## config.mk

```make
export PLATFORM = sky130hd
export DESIGN_NAME = op_prefix_call_sequencer
export DESIGN_NICKNAME = d
export VERILOG_FILES = /design/src/rtl/op_prefix_call_sequencer_pkg.sv /design/src/rtl/op_prefix_call_sequencer_state_reg.sv /design/src/rtl/op_prefix_call_sequencer.sv
export SDC_FILE = /design/constraint.sdc
export NUM_CORES = 1
export LEC_CHECK = 0
export BUFFER_PORTS_ARGS = -buffer_cell sky130_fd_sc_hd__clkbuf_2
export CORE_UTILIZATION = 45
export CTS_BUF_LIST = sky130_fd_sc_hd__clkbuf_4
export DETAILED_ROUTE_END_ITERATION = 8
export PLACE_DENSITY_LB_ADDON = 0.3
export SYNTH_ARGS = -nofsm -noshare
export SYNTH_HDL_FRONTEND = slang
export SYNTH_SLANG_ARGS = --single-unit
```

## constraint.sdc

```tcl
create_clock -name CLK -period 2 [get_ports CLK]
set_input_delay 0 -clock CLK [delete_from_list [all_inputs] [get_ports CLK]]
set_output_delay 0 -clock CLK [all_outputs]
set_load 0.005 [all_outputs]
```

## src/rtl/op_prefix_call_sequencer_pkg.sv

```systemverilog
// Shared types for the 11xx1101 opcode-group sequencer: FSM states and
// bus/index/address select encodings.
package op_prefix_call_sequencer_pkg;

  typedef enum logic [3:0] {
    ST_RST_IDLE,
    ST_FETCH,
    ST_DECODE,
    ST_RD_LO,
    ST_RD_HI,
    ST_WR_HI,
    ST_WR_LO,
    ST_JUMP,
    ST_EXEC
  } state_e;

  typedef enum logic [1:0] {
    CYC_M1 = 2'b00,
    CYC_MR = 2'b01,
    CYC_MW = 2'b10
  } cyc_type_e;

  typedef enum logic [1:0] {
    IDX_HL = 2'b00,
    IDX_IX = 2'b01,
    IDX_IY = 2'b10
  } idx_sel_e;

  typedef enum logic {
    ADDR_PC = 1'b0,
    ADDR_SP = 1'b1
  } addr_sel_e;

endpackage

```

## src/rtl/op_prefix_call_sequencer_state_reg.sv

```systemverilog
// Prefix state carried across chained DD/FD/ED opcodes: index select,
// ED page flag and a saturating count of consecutive prefixes.
module op_prefix_state_reg
  import op_prefix_call_sequencer_pkg::*;
#(
  parameter int unsigned PREFIX_CNT_W = 4
) (
  input  logic                    clk_i,
  input  logic                    rst_ni,
  input  logic                    set_ix_i,
  input  logic                    set_iy_i,
  input  logic                    set_ed_i,
  input  logic                    clear_i,
  output logic [1:0]              idx_sel_o,
  output logic                    ed_page_o,
  output logic [PREFIX_CNT_W-1:0] prefix_run_o
);

  idx_sel_e                idx_q, idx_d;
  logic                    ed_q, ed_d;
  logic [PREFIX_CNT_W-1:0] run_q, run_d;

  // Last prefix wins; ED drops any pending DD/FD index selection.
  always_comb begin
    idx_d = idx_q;
    ed_d  = ed_q;
    run_d = run_q;
    if (clear_i) begin
      idx_d = IDX_HL;
      ed_d  = 1'b0;
      run_d = '0;
    end else begin
      if (set_ix_i) begin
        idx_d = IDX_IX;
        ed_d  = 1'b0;
      end else if (set_iy_i) begin
        idx_d = IDX_IY;
        ed_d  = 1'b0;
      end else if (set_ed_i) begin
        idx_d = IDX_HL;
        ed_d  = 1'b1;
      end
      if ((set_ix_i || set_iy_i || set_ed_i) && (run_q != '1)) begin
        run_d = run_q + PREFIX_CNT_W'(1);
      end
    end
  end

  always_ff @(posedge clk_i) begin
    if (!rst_ni) begin
      idx_q <= IDX_HL;
      ed_q  <= 1'b0;
      run_q <= '0;
    end else begin
      idx_q <= idx_d;
      ed_q  <= ed_d;
      run_q <= run_d;
    end
  end

  assign idx_sel_o    = idx_q;
  assign ed_page_o    = ed_q;
  assign prefix_run_o = run_q;

endmodule

```

## src/rtl/op_prefix_call_sequencer.sv

```systemverilog
// M-cycle sequencer for the 11xx1101 group (CALL nn, DD, ED, FD): drives the
// group decoder, runs the CALL bus sequence and hands other opcodes on.
module op_prefix_call_sequencer
  import op_prefix_call_sequencer_pkg::*;
#(
  parameter int unsigned PREFIX_CNT_W = 4
) (
  input  logic                    CLK,
  input  logic                    notReset,
  input  logic                    grp_match,
  input  logic                    P2_Set_ICALLnn_0,
  input  logic                    P2_Set_XIX,
  input  logic                    P2_Set_XOTR,
  input  logic                    P2_Set_XIY,
  input  logic                    P2_Set_CMR,
  input  logic                    P2_Set_CM1,
  input  logic                    cyc_ack,
  input  logic                    exec_done,
  output logic                    dec_enable,
  output logic                    cyc_req,
  output logic [1:0]              cyc_type,
  output logic                    addr_sel,
  output logic                    pc_inc,
  output logic                    sp_dec,
  output logic                    z_load,
  output logic                    w_load,
  output logic                    wdata_sel,
  output logic                    pc_load_wz,
  output logic                    exec_start,
  output logic [1:0]              idx_sel,
  output logic                    ed_page,
  output logic                    int_allow,
  output logic [PREFIX_CNT_W-1:0] prefix_run
);

  state_e    state_q;
  logic      cyc_req_q;
  cyc_type_e cyc_type_q;
  addr_sel_e addr_sel_q;
  logic      wdata_sel_q;
  logic      pc_inc_q, sp_dec_q, z_load_q, w_load_q, pc_load_wz_q, exec_start_q;

  logic do_call, set_ix, set_iy, set_ed, do_prefix, clear_prefix;

  // Decoder outputs are only trusted in DECODE; priority CALL > DD > FD > ED.
  always_comb begin
    do_call = 1'b0;
    set_ix  = 1'b0;
    set_iy  = 1'b0;
    set_ed  = 1'b0;
    if ((state_q == ST_DECODE) && grp_match) begin
      if (P2_Set_ICALLnn_0 && P2_Set_CMR) begin
        do_call = 1'b1;
      end else if (P2_Set_CM1) begin
        if (P2_Set_XIX)       set_ix = 1'b1;
        else if (P2_Set_XIY)  set_iy = 1'b1;
        else if (P2_Set_XOTR) set_ed = 1'b1;
      end
    end
  end

  assign do_prefix    = set_ix || set_iy || set_ed;
  assign clear_prefix = (state_q == ST_JUMP) || ((state_q == ST_EXEC) && exec_done);

  op_prefix_state_reg #(
    .PREFIX_CNT_W(PREFIX_CNT_W)
  ) u_prefix (
    .clk_i        (CLK),
    .rst_ni       (notReset),
    .set_ix_i     (set_ix),
    .set_iy_i     (set_iy),
    .set_ed_i     (set_ed),
    .clear_i      (clear_prefix),
    .idx_sel_o    (idx_sel),
    .ed_page_o    (ed_page),
    .prefix_run_o (prefix_run)
  );

  always_ff @(posedge CLK) begin
    if (!notReset) begin
      state_q      <= ST_RST_IDLE;
      cyc_req_q    <= 1'b0;
      cyc_type_q   <= CYC_M1;
      addr_sel_q   <= ADDR_PC;
      wdata_sel_q  <= 1'b0;
      pc_inc_q     <= 1'b0;
      sp_dec_q     <= 1'b0;
      z_load_q     <= 1'b0;
      w_load_q     <= 1'b0;
      pc_load_wz_q <= 1'b0;
      exec_start_q <= 1'b0;
    end else begin
      pc_inc_q     <= 1'b0;
      sp_dec_q     <= 1'b0;
      z_load_q     <= 1'b0;
      w_load_q     <= 1'b0;
      pc_load_wz_q <= 1'b0;
      exec_start_q <= 1'b0;
      unique case (state_q)
        ST_RST_IDLE: begin
          state_q    <= ST_FETCH;
          cyc_req_q  <= 1'b1;
          cyc_type_q <= CYC_M1;
          addr_sel_q <= ADDR_PC;
        end
        ST_FETCH: begin
          if (cyc_ack) begin
            state_q   <= ST_DECODE;
            cyc_req_q <= 1'b0;
            pc_inc_q  <= 1'b1;
          end
        end
        ST_DECODE: begin
          if (do_call) begin
            state_q    <= ST_RD_LO;
            cyc_req_q  <= 1'b1;
            cyc_type_q <= CYC_MR;
            addr_sel_q <= ADDR_PC;
          end else if (do_prefix) begin
            state_q    <= ST_FETCH;
            cyc_req_q  <= 1'b1;
            cyc_type_q <= CYC_M1;
            addr_sel_q <= ADDR_PC;
          end else begin
            state_q      <= ST_EXEC;
            exec_start_q <= 1'b1;
          end
        end
        ST_RD_LO: begin
          if (cyc_ack) begin
            state_q  <= ST_RD_HI;
            z_load_q <= 1'b1;
            pc_inc_q <= 1'b1;
          end
        end
        ST_RD_HI: begin
          if (cyc_ack) begin
            state_q     <= ST_WR_HI;
            w_load_q    <= 1'b1;
            pc_inc_q    <= 1'b1;
            cyc_req_q   <= 1'b0;
            cyc_type_q  <= CYC_MW;
            addr_sel_q  <= ADDR_SP;
            wdata_sel_q <= 1'b0;
            sp_dec_q    <= 1'b1;
          end
        end
        // Request is raised one cycle after entry so SP-1 settles first.
        ST_WR_HI: begin
          if (!cyc_req_q) begin
            cyc_req_q <= 1'b1;
          end else if (cyc_ack) begin
            state_q     <= ST_WR_LO;
            cyc_req_q   <= 1'b0;
            sp_dec_q    <= 1'b1;
            wdata_sel_q <= 1'b1;
          end
        end
        ST_WR_LO: begin
          if (!cyc_req_q) begin
            cyc_req_q <= 1'b1;
          end else if (cyc_ack) begin
            state_q      <= ST_JUMP;
            cyc_req_q    <= 1'b0;
            pc_load_wz_q <= 1'b1;
          end
        end
        ST_JUMP: begin
          state_q     <= ST_FETCH;
          cyc_req_q   <= 1'b1;
          cyc_type_q  <= CYC_M1;
          addr_sel_q  <= ADDR_PC;
          wdata_sel_q <= 1'b0;
        end
        ST_EXEC: begin
          if (exec_done) begin
            state_q    <= ST_FETCH;
            cyc_req_q  <= 1'b1;
            cyc_type_q <= CYC_M1;
            addr_sel_q <= ADDR_PC;
          end
        end
        default: begin
          state_q   <= ST_RST_IDLE;
          cyc_req_q <= 1'b0;
        end
      endcase
    end
  end

  assign dec_enable = (state_q == ST_DECODE) && grp_match;
  assign int_allow  = (state_q == ST_FETCH) && (idx_sel == IDX_HL) && !ed_page;
  assign cyc_req    = cyc_req_q;
  assign cyc_type   = cyc_type_q;
  assign addr_sel   = addr_sel_q;
  assign wdata_sel  = wdata_sel_q;
  assign pc_inc     = pc_inc_q;
  assign sp_dec     = sp_dec_q;
  assign z_load     = z_load_q;
  assign w_load     = w_load_q;
  assign pc_load_wz = pc_load_wz_q;
  assign exec_start = exec_start_q;

endmodule

```

==> summary.md <==
## Floorplanning
* 53.5 um — Horiz. Die Dim
* 31 — number of top-level pins
* 53.5 um — chip height
* 0.00287 mm^2 — die area
* 47.8% — starting utilization of the core area
* 18 — Cell Rows
* 0.00250 mm^2 — core outline area

## STA
* 0 — hold violation total from the final report
* false — setup repair after global routing missed its margin
* 0 — final setup violating endpoints
* 0 ps — sum of negative setup slack
* 140 ps — crit path setup slack, layout
* 69.7% — headroom to the max-slew limit
* 0 — max-slew violation total from the final report
* 1860 ps — final critical path time including I/O delays and setup
* 9.17 ps — Worst Clk Skew
* 93.0% — Tcrit/Tclk final
* 538 MHz — maximum operating frequency
* 448 ps — actual transition at the worst max-transition pin

## Place
* 2.06 mm — DPL Wire Length
* 30 — count of buffers from port buffering
* 172 ps — worst slack, placed
* 0.925 — gpl congestion
* 0.00138 mm^2 — instance area after placement

## Yosys
* 36.9% — share of Yosys cell area claimed by the top area cell type
* sky130_fd_sc_hd__dfxtp_1 — top-count cell post-synth
* sky130_fd_sc_hd__dfxtp_1 — cell taking the most area after synthesis
* 36.9% — sequential cell area fraction in the yosys report
* 0 — EDFF count, synth
* 0.00119 mm^2 — post-synth design cell area
* sky130_fd_sc_hd__dfxtp_1, sky130_fd_sc_hd__a21oi_1, sky130_fd_sc_hd__o21ai_0 — leading cell types by total area after synthesis
* 144 — Syn Inst Count
* sky130_fd_sc_hd__dfxtp_1, sky130_fd_sc_hd__nand2_1, sky130_fd_sc_hd__a21oi_1 — top cell types by occurrence after synthesis
* 8.30 um^2 — synthesized area per cell
* 0 — Synth Warn #
* 44 — post-synthesis cell type count
* sky130_fd_sc_hd__dfxtp_1 — most common flop cell mapped by yosys
* 22 — synthesis-stage register bit count
* 156 — number of nets produced by synthesis
* 0% — share of synthesized registers carrying an async set or reset

## Setup path
* 2090 ps — arrival time of data at the critical path endpoint
* 4 — worst r2r path cells
* flop — kind of end point of the critical path
* 140 ps — R2R Setup Slk
* state_q[0]$_SDFFE_PN0P_ — worst r2r src
* 14 — maximum fanout encountered on the critical timing path
* reg -> reg — critical path start-end classification
* 2230 ps — required time reported for the critical path endpoint
* flop — kind of start point of the critical path
* state_q[1]$_SDFFE_PN0P_ — FF-to-FF End

## Global route
* 0 — antenna violations before repair
* 0 — residual overflow from global routing
* 21.4% — combined global-route utilization of all metal layers
* 15 — pin count of the biggest net entering global routing
* 4.43 mm — wire length of the first global-routing pass
* 967 — via count of the first global-routing pass

## Route
* 4 — detailed-routing iteration count for the pre-antenna-repair pass
* 1201 — overall via count from detail_route
* 2.77 mm — overall routed net length
* 0 — DRT antenna net count
* 5.80 — vias per inst
* 13.4 um — post-DR wirelength/cell
* 0 — # DRC
* 36 — initial DRC count

## Hold path
* 3 — hold path depth
* in -> reg — Worst Hold Class
* P2_Set_XOTR — Hold Path Origin
* u_prefix.ed_page_o$_SDFFE_PP0P_ — worst-case hold path end point

## Clocking
* 0 — Setup Fix Bufs, Post-CTS
* 2 — hold buffer count at CTS
* 22 — Sink Count
* 310 ps — clock latency on the worst-skew pair
* 1 — H-tree depth reported by CTS
* 130 ps — register clock-pin slew on the reported worst setup and hold paths
* sky130_fd_sc_hd__clkbuf_4 — Root Buffer
* 3 — CTS buffer count
* 0 — count of cells resized by post-cts repair
* built — CTS tree
* 2 — maximum number of buffers from clock root to sink

## Finish
* 230 — total of fill cells in the finished design
* 684 um^2 — area of the multi-input gates
* 57.1% — final core utilization
* 0 — antenna fix cells
* 19.4% — area growth from synthesis to layout
* 0.00143 mm^2 — cell area after layout
* 440 um^2 — flip-flop and latch area
* 190 — net total in the final layout
* 24.3% — ratio of cells with drive above 1 in the final layout

## Power and ir drop
* 932 mW/mm^2 — Power per Cell Area
* 0.610 nW — Pleak
* 0.493 mV — worst IR drop on VDD

## Run
* 0 — count of maximum capacitance violations

## Status
* finished, final reports clean — run status

[worst max-delay path by stage]
| stage | from | to | slack [ps] |
|---|---|---|---|
| 3_3_place_gp | state_q[0]$_SDFFE_PN0P_ | state_q[1]$_SDFFE_PN0P_ | 220 |
| 3_5_place_dp | state_q[0]$_SDFFE_PN0P_ | state_q[1]$_SDFFE_PN0P_ | 170 |
| 6_report | state_q[0]$_SDFFE_PN0P_ | state_q[1]$_SDFFE_PN0P_ | 140 |
| 2_1_floorplan | state_q[2]$_SDFFE_PN0P_ | u_prefix.prefix_run_o[3]$_SDFFE_PP0P_ | 410 |
| 5_1_grt | state_q[0]$_SDFFE_PN0P_ | state_q[1]$_SDFFE_PN0P_ | 20 |
| 4_1_cts | state_q[0]$_SDFFE_PN0P_ | state_q[1]$_SDFFE_PN0P_ | 150 |
[through the flow]
stage                     total power [mW]  hold WS, ps  instances
after CTS                             1.33         15.8        207
after detailed placement              1.12          311        201
final                                 1.33         22.6        207
after floorplan                      0.972          114        144
after global placement                1.11          292        201
after global routing                  1.43         33.1        207
[cell usage in the layout (no fill, tap or decap), types with 3 or more instances in the layout]
| cell | n |
|---|---|
| sky130_fd_sc_hd__buf_4 | 6 |
| sky130_fd_sc_hd__nor4b_1 | 3 |
| sky130_fd_sc_hd__or3_1 | 3 |
| sky130_fd_sc_hd__clkbuf_4 | 3 |
| sky130_fd_sc_hd__clkbuf_2 | 30 |
| sky130_fd_sc_hd__a31oi_1 | 3 |
| sky130_fd_sc_hd__nand2b_1 | 3 |
| sky130_fd_sc_hd__dfxtp_1 | 22 |
| sky130_fd_sc_hd__nor4_1 | 3 |
| sky130_fd_sc_hd__nand3_1 | 4 |
| sky130_fd_sc_hd__a211o_1 | 3 |
| sky130_fd_sc_hd__nor2b_1 | 4 |
| sky130_fd_sc_hd__inv_1 | 6 |
| sky130_fd_sc_hd__o21ai_0 | 10 |
| sky130_fd_sc_hd__nor2_1 | 10 |
| sky130_fd_sc_hd__nand2_1 | 13 |
| sky130_fd_sc_hd__nor3_1 | 4 |
| sky130_fd_sc_hd__a21oi_1 | 12 |
[area by class of cell]
class                      instances  area share [%]
multi-input combinational        107            48.0
sequential                        22            30.9
timing repair buffer              38            15.1
tap                               30            2.63
clock buffer                       3            1.58
inverter                           6            1.58
clock inverter                     1           0.263
[flip-flops by register name (all words and copies together), names as in the netlist]
name,flops
state_q,4
u_prefix.prefix_run_o,4
cyc_type,2
u_prefix.idx_sel_o,2
addr_sel,1
cyc_req,1
exec_start,1
pc_inc,1
pc_load_wz,1
sp_dec,1
u_prefix.ed_page_o,1
w_load,1
wdata_sel,1
z_load,1
[report_power, final]
| part | switching [mW] | total (mW) | internal, mW |
|---|---|---|---|
| Combinational | 0.276 | 0.543 | 0.267 |
| Clock | 0.137 | 0.210 | 0.0730 |
| Sequential | 0.0899 | 0.576 | 0.486 |
| Total | 0.502 | 1.33 | 0.827 |
[logic make-up (layout without fill, tap and decap cells)]
kind of cell	Yosys count	after routing	synth area share, %
buf+inv	15	48	5.86
simple gates	61	61	30.8
mux	2	2	1.68
flops	22	22	36.9
fa+ha+maj	1	1	1.05
compound gates	43	43	23.8
[worst max-delay path, stage by stage (launching register included)]
cell and delay (ps):
sky130_fd_sc_hd__dfxtp_1 620, sky130_fd_sc_hd__or3b_1 390, sky130_fd_sc_hd__a221oi_1 470, sky130_fd_sc_hd__o21ai_0 130, sky130_fd_sc_hd__and3_1 170
[metal layers]
metal  share of wire (%)  routed length [um]  track usage [%]  vias to the layer above
met4                 1.1                  30             8.33                        0
met3                 5.0                 137             3.67                        5
li1                    -                   -                -                      604
met1                  49                1350             30.2                      556
met5                   0                   0                0                        -
met2                  45                1250             32.1                       36
Power figures use the tool's default switching activity.
